[src/rtl/lcd_chip_regs.sv]
// ============================================================================
// Module      : lcd_chip_regs
// Description : On/off, page, column and start-line registers of one chip.
// Revision    : 1.0 - initial release
// ============================================================================
`default_nettype none

module lcd_chip_regs #(
    parameter int COL_W  = 6,
    parameter int PAGE_W = 3
) (
    input  logic              clk,
    input  logic              rstn,
    input  logic              clr_i,
    input  logic              ld_on_i,
    input  logic              ld_page_i,
    input  logic              ld_col_i,
    input  logic              ld_start_i,
    input  logic              inc_col_i,
    input  logic [7:0]        data_i,
    output logic              on_o,
    output logic [PAGE_W-1:0] page_o,
    output logic [COL_W-1:0]  col_o,
    output logic [COL_W-1:0]  start_o
);

    logic              on_q, on_d;
    logic [PAGE_W-1:0] page_q, page_d;
    logic [COL_W-1:0]  col_q, col_d;
    logic [COL_W-1:0]  start_q, start_d;

    always_comb begin
        on_d    = on_q;
        page_d  = page_q;
        col_d   = col_q;
        start_d = start_q;
        if (clr_i) begin
            on_d    = 1'b0;
            page_d  = '0;
            col_d   = '0;
            start_d = '0;
        end else begin
            if (ld_on_i)    on_d    = data_i[0];
            if (ld_page_i)  page_d  = data_i[PAGE_W-1:0];
            if (ld_start_i) start_d = data_i[COL_W-1:0];
            // Column counter wraps naturally at the top of the range.
            if (ld_col_i)       col_d = data_i[COL_W-1:0];
            else if (inc_col_i) col_d = col_q + COL_W'(1);
        end
    end

    always_ff @(posedge clk or negedge rstn) begin
        if (!rstn) begin
            on_q    <= 1'b0;
            page_q  <= '0;
            col_q   <= '0;
            start_q <= '0;
        end else begin
            on_q    <= on_d;
            page_q  <= page_d;
            col_q   <= col_d;
            start_q <= start_d;
        end
    end

    assign on_o    = on_q;
    assign page_o  = page_q;
    assign col_o   = col_q;
    assign start_o = start_q;

endmodule

`default_nettype wire

[config.mk]
export PLATFORM = sky130hd
export DESIGN_NAME = lcd_chip_regs
export DESIGN_NICKNAME = d
export VERILOG_FILES = /design/src/rtl/lcd_chip_regs.sv
export SDC_FILE = /design/constraint.sdc
export NUM_CORES = 1
export LEC_CHECK = 0
export ABC_AREA = 1
export CAP_MARGIN = 20
export CORE_UTILIZATION = 43
export CTS_BUF_LIST = sky130_fd_sc_hd__clkbuf_8
export DETAILED_ROUTE_END_ITERATION = 7
export PLACE_DENSITY = 0.8
export SYNTH_ARGS = -nofsm -noshare
export SYNTH_HDL_FRONTEND = slang
export SYNTH_SLANG_ARGS = --single-unit
[constraint.sdc]
create_clock -name clk -period 1.4 [get_ports clk]
set_clock_uncertainty 0.15 [all_clocks]
set_input_delay 0.21 -clock clk [delete_from_list [all_inputs] [get_ports clk]]
set_output_delay 0.21 -clock clk [all_outputs]
set_load 0.1 [all_outputs]
-- Yosys cells after proc, flatten, opt, wreduce, memory -nomap -nowiden
Cells that the tools add are included.
- reductions and logical operators: 4
- div/mod/pow operators: 0
- $mul: 0
- mux-type cells: 9
- equal/unequal tests: 0
- add/subtract/negate cells: 1
- magnitude comparators: 0
- shift operators: 0
- bitwise gates (word level): 0
- operator list (cell ; count):
    $mux W6 ; 5
    $add A6 B1 Y6 const B ; 1
    $mux W3 ; 2
    $reduce_bool A2 Y1 ; 3
    $reduce_bool A3 Y1 ; 1
    $mux W1 ; 2
- flip-flop bits (word level): 16
- memories kept: 0
- memory bits (read-only): 0
- logic and storage cells: 18
- bits in latches: 0
- output and inout bits: 16
- bits in writable memories: 0

-- Logic depth before layout (Yosys ltp)
- depth in word-level cells: 4
- gate-level depth with buffers: 7

-- Worst setup path before layout
OpenSTA, ideal clock, no wires.
- kind: register -> register
- start: register col_q[1], in the netlist col_o[1]
- end: register col_q[4], in the netlist col_o[4]
- library setup time: 0.120 ns
- period minus slack after synthesis: 1.929 ns
- path buffers: 0
- arrival: 1.659 ns
- data required time: 1.130 ns
- setup slack: -0.529 ns
- cell stages (with the launch flop): 7
- cell sequence: dfrtp_1 -> ha_1 -> nand3_1 -> xor2_1 -> nand2_1 -> nand2_1 -> nand2_1
- cells in the longest elaborated chain, start to end: 4
- ends and longest elaborated chain (what ; RTL line ; text):
    start: declaration ; 29 ; logic [COL_W-1:0] col_q, col_d;
    start signal: assignment ; 61 ; col_q <= col_d;
    $add A6 B1 Y6 ; 48 ; else if (inc_col_i) col_d = col_q + COL_W'(1);
    $mux W6 ; 48 ;
    $mux W6 ; 47 ; if (ld_col_i) col_d = data_i[COL_W-1:0];
    $mux W6 ; 37 ; if (clr_i) begin
Every way passes these cells. The select of a mux whose other input is x is not followed.
A chain may end at the register's enable or synchronous reset.

-- Worst setup path after layout
Ends and elaborated chain as after synthesis.

==> out/summary.json <==
{
  "outcome": {"value": "complete, but fails checks"},
  "violations_in_the_final_reports": {"value": "DRC"},
  "total_clock_buffers_created_by_cts": {"value": 3},
  "dominantRegCellSynth": {"value": "sky130_fd_sc_hd__dfrtp_1"},
  "p_sw": {"value": 570, "unit": "uW"},
  "grtUsageTotal": {"value": 28.3, "unit": "%"},
  "synth_area_leader_cell": {"value": "sky130_fd_sc_hd__dfrtp_1"},
  "p_comb_share": {"value": 37.8, "unit": "%"},
  "timing.critical_path.max_delay_family": {"value": "flip-flops"},
  "number_of_antenna_violations_at_the_first_check_in_global_routing": {"value": 0},
  "hold_viol": {"value": 0},
  "die-area": {"value": 1990, "unit": "um2"},
  "synth-edff-count": {"value": 0},
  "final_antenna_net_count": {"value": 0},
  "post-route-util": {"value": 80.7, "unit": "%"},
  "crit_type": {"value": "flop to flop"},
  "setup-tns-final": {"value": 0, "unit": "ns"},
  "ys.warnings.count": {"value": 0},
  "grt_setup_unrepaired": {"value": "yes"},
  "powerDensity": {"value": 1070, "unit": "nW/um2"},
  "cpMaxStageDelayCell": {"value": "sky130_fd_sc_hd__dfrtp_4"},
  "pwr-share-seq": {"value": 37.9, "unit": "%"},
  "grt_max_degree": {"value": 17},
  "maxClockFrequency": {"value": 0.744, "unit": "GHz"},
  "ctsRootBufferMaster": {"value": "sky130_fd_sc_hd__clkbuf_8"},
  "drt_pre_antenna_iters": {"value": 6},
  "post_drt_via_cell_ratio": {"value": 5.25},
  "internal_power": {"value": 907, "unit": "uW"},
  "netlist_top_cells_count": {"value": "sky130_fd_sc_hd__nand2_1 (28), sky130_fd_sc_hd__dfrtp_1 (16), sky130_fd_sc_hd__o21ai_0 (15), sky130_fd_sc_hd__inv_1 (9)"},
  "synth_area_leaders": {"value": "sky130_fd_sc_hd__dfrtp_1 (51%), sky130_fd_sc_hd__nand2_1 (13%), sky130_fd_sc_hd__o21ai_0 (9.6%)"},
  "cts-htree-levels": {"value": 1},
  "post_cts_buffers": {"value": 0},
  "initial_core_util": {"value": 45.8, "unit": "%"},
  "cp.arrival": {"value": 1.34, "unit": "ns"},
  "min_delay_path_class": {"value": "input pin to asynchronous set/reset pin"},
  "nets": {"value": 150},
  "cts_resized": {"value": 0},
  "clock-sinks": {"value": 16},
  "cts_tree": {"value": "built"},
  "detailedRoute.firstIterationViolations": {"value": 18},
  "synth.distinct_cells": {"value": 16},
  "coreArea": {"value": 1710, "unit": "um2"},
  "dieWidth": {"value": 44.6, "unit": "um"},
  "most_common_cell_in_the_netlist": {"value": "sky130_fd_sc_hd__nand2_1"},
  "drive_gt1_share": {"value": 28.8, "unit": "%"},
  "path_buf_inv": {"value": 0},
  "ctsHoldBuffers": {"value": 0},
  "netlist_area": {"value": 782, "unit": "um2"},
  "die_height": {"value": 44.6, "unit": "um"},
  "synth.yosys.seq_area_share": {"value": 51.2, "unit": "%"},
  "synth_top_cell_area_share": {"value": 51.2, "unit": "%"},
  "hold-worst-slack": {"value": 0.115, "unit": "ns"},
  "place_hpwl": {"value": 1730, "unit": "um"},
  "globalRoute.totalOverflow": {"value": 0},
  "drv.max_cap_violation_count": {"value": 0},
  "routabilityCongestion": {"value": 0.847},
  "synthCells": {"value": 94},
  "vdd_ir_drop_max": {"value": 885, "unit": "uV"},
  "most_common_cell_type_on_the_critical_path": {"value": "sky130_fd_sc_hd__nand2_1"},
  "total_leakage_power": {"value": 0.640, "unit": "nW"},
  "worst_slew_margin": {"value": 75.2, "unit": "%"},
  "finalNonFillerCells": {"value": 157},
  "wire_length_of_the_first_global_routing_pass": {"value": 3750, "unit": "um"},
  "worst_setup_path_start_kind": {"value": "flop"},
  "synth.ff_latch_count": {"value": 16},
  "final_max_slew_violation_count": {"value": 0},
  "boundaryPins": {"value": 32},
  "clock_path_buffers": {"value": 2},
  "dpl.cell_count": {"value": 153},
  "syn_area_per_cell": {"value": 8.32, "unit": "um2"},
  "fin_crit_sh": {"value": 96.0, "unit": "%"},
  "first_global_vias": {"value": 849},
  "worst_skew_pair_latency": {"value": 0.25, "unit": "ns"},
  "insertedDiodeCount": {"value": 0},
  "power.clock.fraction": {"value": 24.3, "unit": "%"},
  "setup_viol": {"value": 0},
  "peak_per_stage_delay_on_the_critical_path": {"value": 0.52, "unit": "ns"},
  "count_of_vias_placed_by_the_detailed_router": {"value": 825},
  "crit_path_cell_trace": {"value": "ha_4 > nand3_2 > xor2_1 > nand2_1 > nand2_1 > nand2_1"},
  "critPathRequiredTime": {"value": 1.40, "unit": "ns"},
  "rows": {"value": 15},
  "route.final.wire_length": {"value": 2350, "unit": "um"},
  "avgRoutedWirePerCell": {"value": 15.0, "unit": "um"},
  "clk_transition_reported_paths": {"value": 0.06, "unit": "ns"},
  "worst_pin_slew": {"value": 0.370, "unit": "ns"},
  "port_buffers": {"value": 29},
  "swShare": {"value": 38.6, "unit": "%"},
  "syn-num-nets": {"value": 111},
  "final.min_clock_period": {"value": 1.34, "unit": "ns"},
  "postSynth.asyncResetShare": {"value": 100, "unit": "%"},
  "cp-end-kind": {"value": "flop"},
  "post_synthesis_to_final_layout_area_growth": {"value": 76.2, "unit": "%"},
  "detail_route.drc_violations": {"value": 2},
  "crit_path_max_fanout": {"value": 5}
}
[flip-flops by register name, indices dropped and copies added, names as in the netlist]
register  flops
col_o         6
start_o       6
page_o        3
on_o          1
[through the flow]
| step | setup WS (ns) | cell area (um2) | total power, mW |
|---|---|---|---|
| finish | 0.0559 | 1380 | 1.48 |
| global placement | -0.0940 | 1330 | 1.11 |
| detailed placement | -0.113 | 1330 | 1.12 |
| global route | -0.0114 | 1380 | 1.52 |
| floorplan | -0.0383 | 817 | 0.871 |
| CTS | 0.0399 | 1380 | 1.48 |
[area by class of cell]
type	count	area (um2)
sequential	16	418
inverter	12	45.0
fill	105	330
tap	25	31.3
timing repair buffer	35	495
multi-input combinational	65	343
clock buffer	3	41.3
clock inverter	1	3.75
[logic make-up after synthesis]
family / synth area share (%)
AOI/OAI and AO/OA: 14.6
muxes: 1.28
xor gates and xnor gates: 2.24
adders and majority gates: 1.60
buffers and inverters: 7.20
DFF: 51.2
and+or+nand+nor: 21.9
[cells in the final DEF, fill, tap and decap left out, types with 2 or more instances in the layout]
master	n
sky130_fd_sc_hd__nor2_1	4
sky130_fd_sc_hd__buf_4	6
sky130_fd_sc_hd__xor2_1	2
sky130_fd_sc_hd__clkbuf_8	3
sky130_fd_sc_hd__a21oi_1	5
sky130_fd_sc_hd__nand2_1	28
sky130_fd_sc_hd__dfrtp_2	2
sky130_fd_sc_hd__clkdlybuf4s50_1	13
sky130_fd_sc_hd__nand3_1	4
sky130_fd_sc_hd__o21ai_0	15
sky130_fd_sc_hd__inv_2	3
sky130_fd_sc_hd__inv_1	10
sky130_fd_sc_hd__dfrtp_4	4
sky130_fd_sc_hd__buf_12	16
sky130_fd_sc_hd__dfrtp_1	10
[metal layers]
layer  vias to the layer above  GRT usage [%]  wire length [um]
met5                         -              0                 0
met4                         0           23.0               121
met3                        12           7.76               117
met2                        31           49.4              1270
met1                       402           27.6               845
li1                        380              -                 -
[power by group through the flow]
| stage | Clock (mW) | Sequential [mW] | Combinational [mW] |
|---|---|---|---|
| 2_1_floorplan | 0 | 0.791 | 0.0806 |
| 3_3_place_gp | 0 | 0.565 | 0.544 |
| 3_5_place_dp | 0 | 0.568 | 0.555 |
| 4_1_cts | 0.356 | 0.560 | 0.560 |
| 5_1_grt | 0.370 | 0.565 | 0.581 |
| 6_report | 0.359 | 0.560 | 0.558 |
[worst paths after layout]
path                                        start                     end  slack (ns)  cells past startpoint
max                          col_o[1]$_DFFE_PN0P_    col_o[4]$_DFFE_PN0P_        0.06                      6
min                                          rstn    col_o[5]$_DFFE_PN0P_        0.11                      2
max reg2reg                  col_o[1]$_DFFE_PN0P_    col_o[4]$_DFFE_PN0P_        0.06                      6
min reg2reg                start_o[3]$_DFFE_PN0P_  start_o[3]$_DFFE_PN0P_        0.40                      2
max in group asynchronous                    rstn    col_o[2]$_DFFE_PN0P_        0.79                      2
min in group clk                        data_i[3]  start_o[3]$_DFFE_PN0P_        0.39                      3
[worst reg2reg max path: stages, from the launching register on]
cell and delay [ns]:
sky130_fd_sc_hd__dfrtp_4 0.52, sky130_fd_sc_hd__ha_4 0.19, sky130_fd_sc_hd__nand3_2 0.06, sky130_fd_sc_hd__xor2_1 0.14
sky130_fd_sc_hd__nand2_1 0.07, sky130_fd_sc_hd__nand2_1 0.06, sky130_fd_sc_hd__nand2_1 0.05
(Power assumes the default switching activity.)
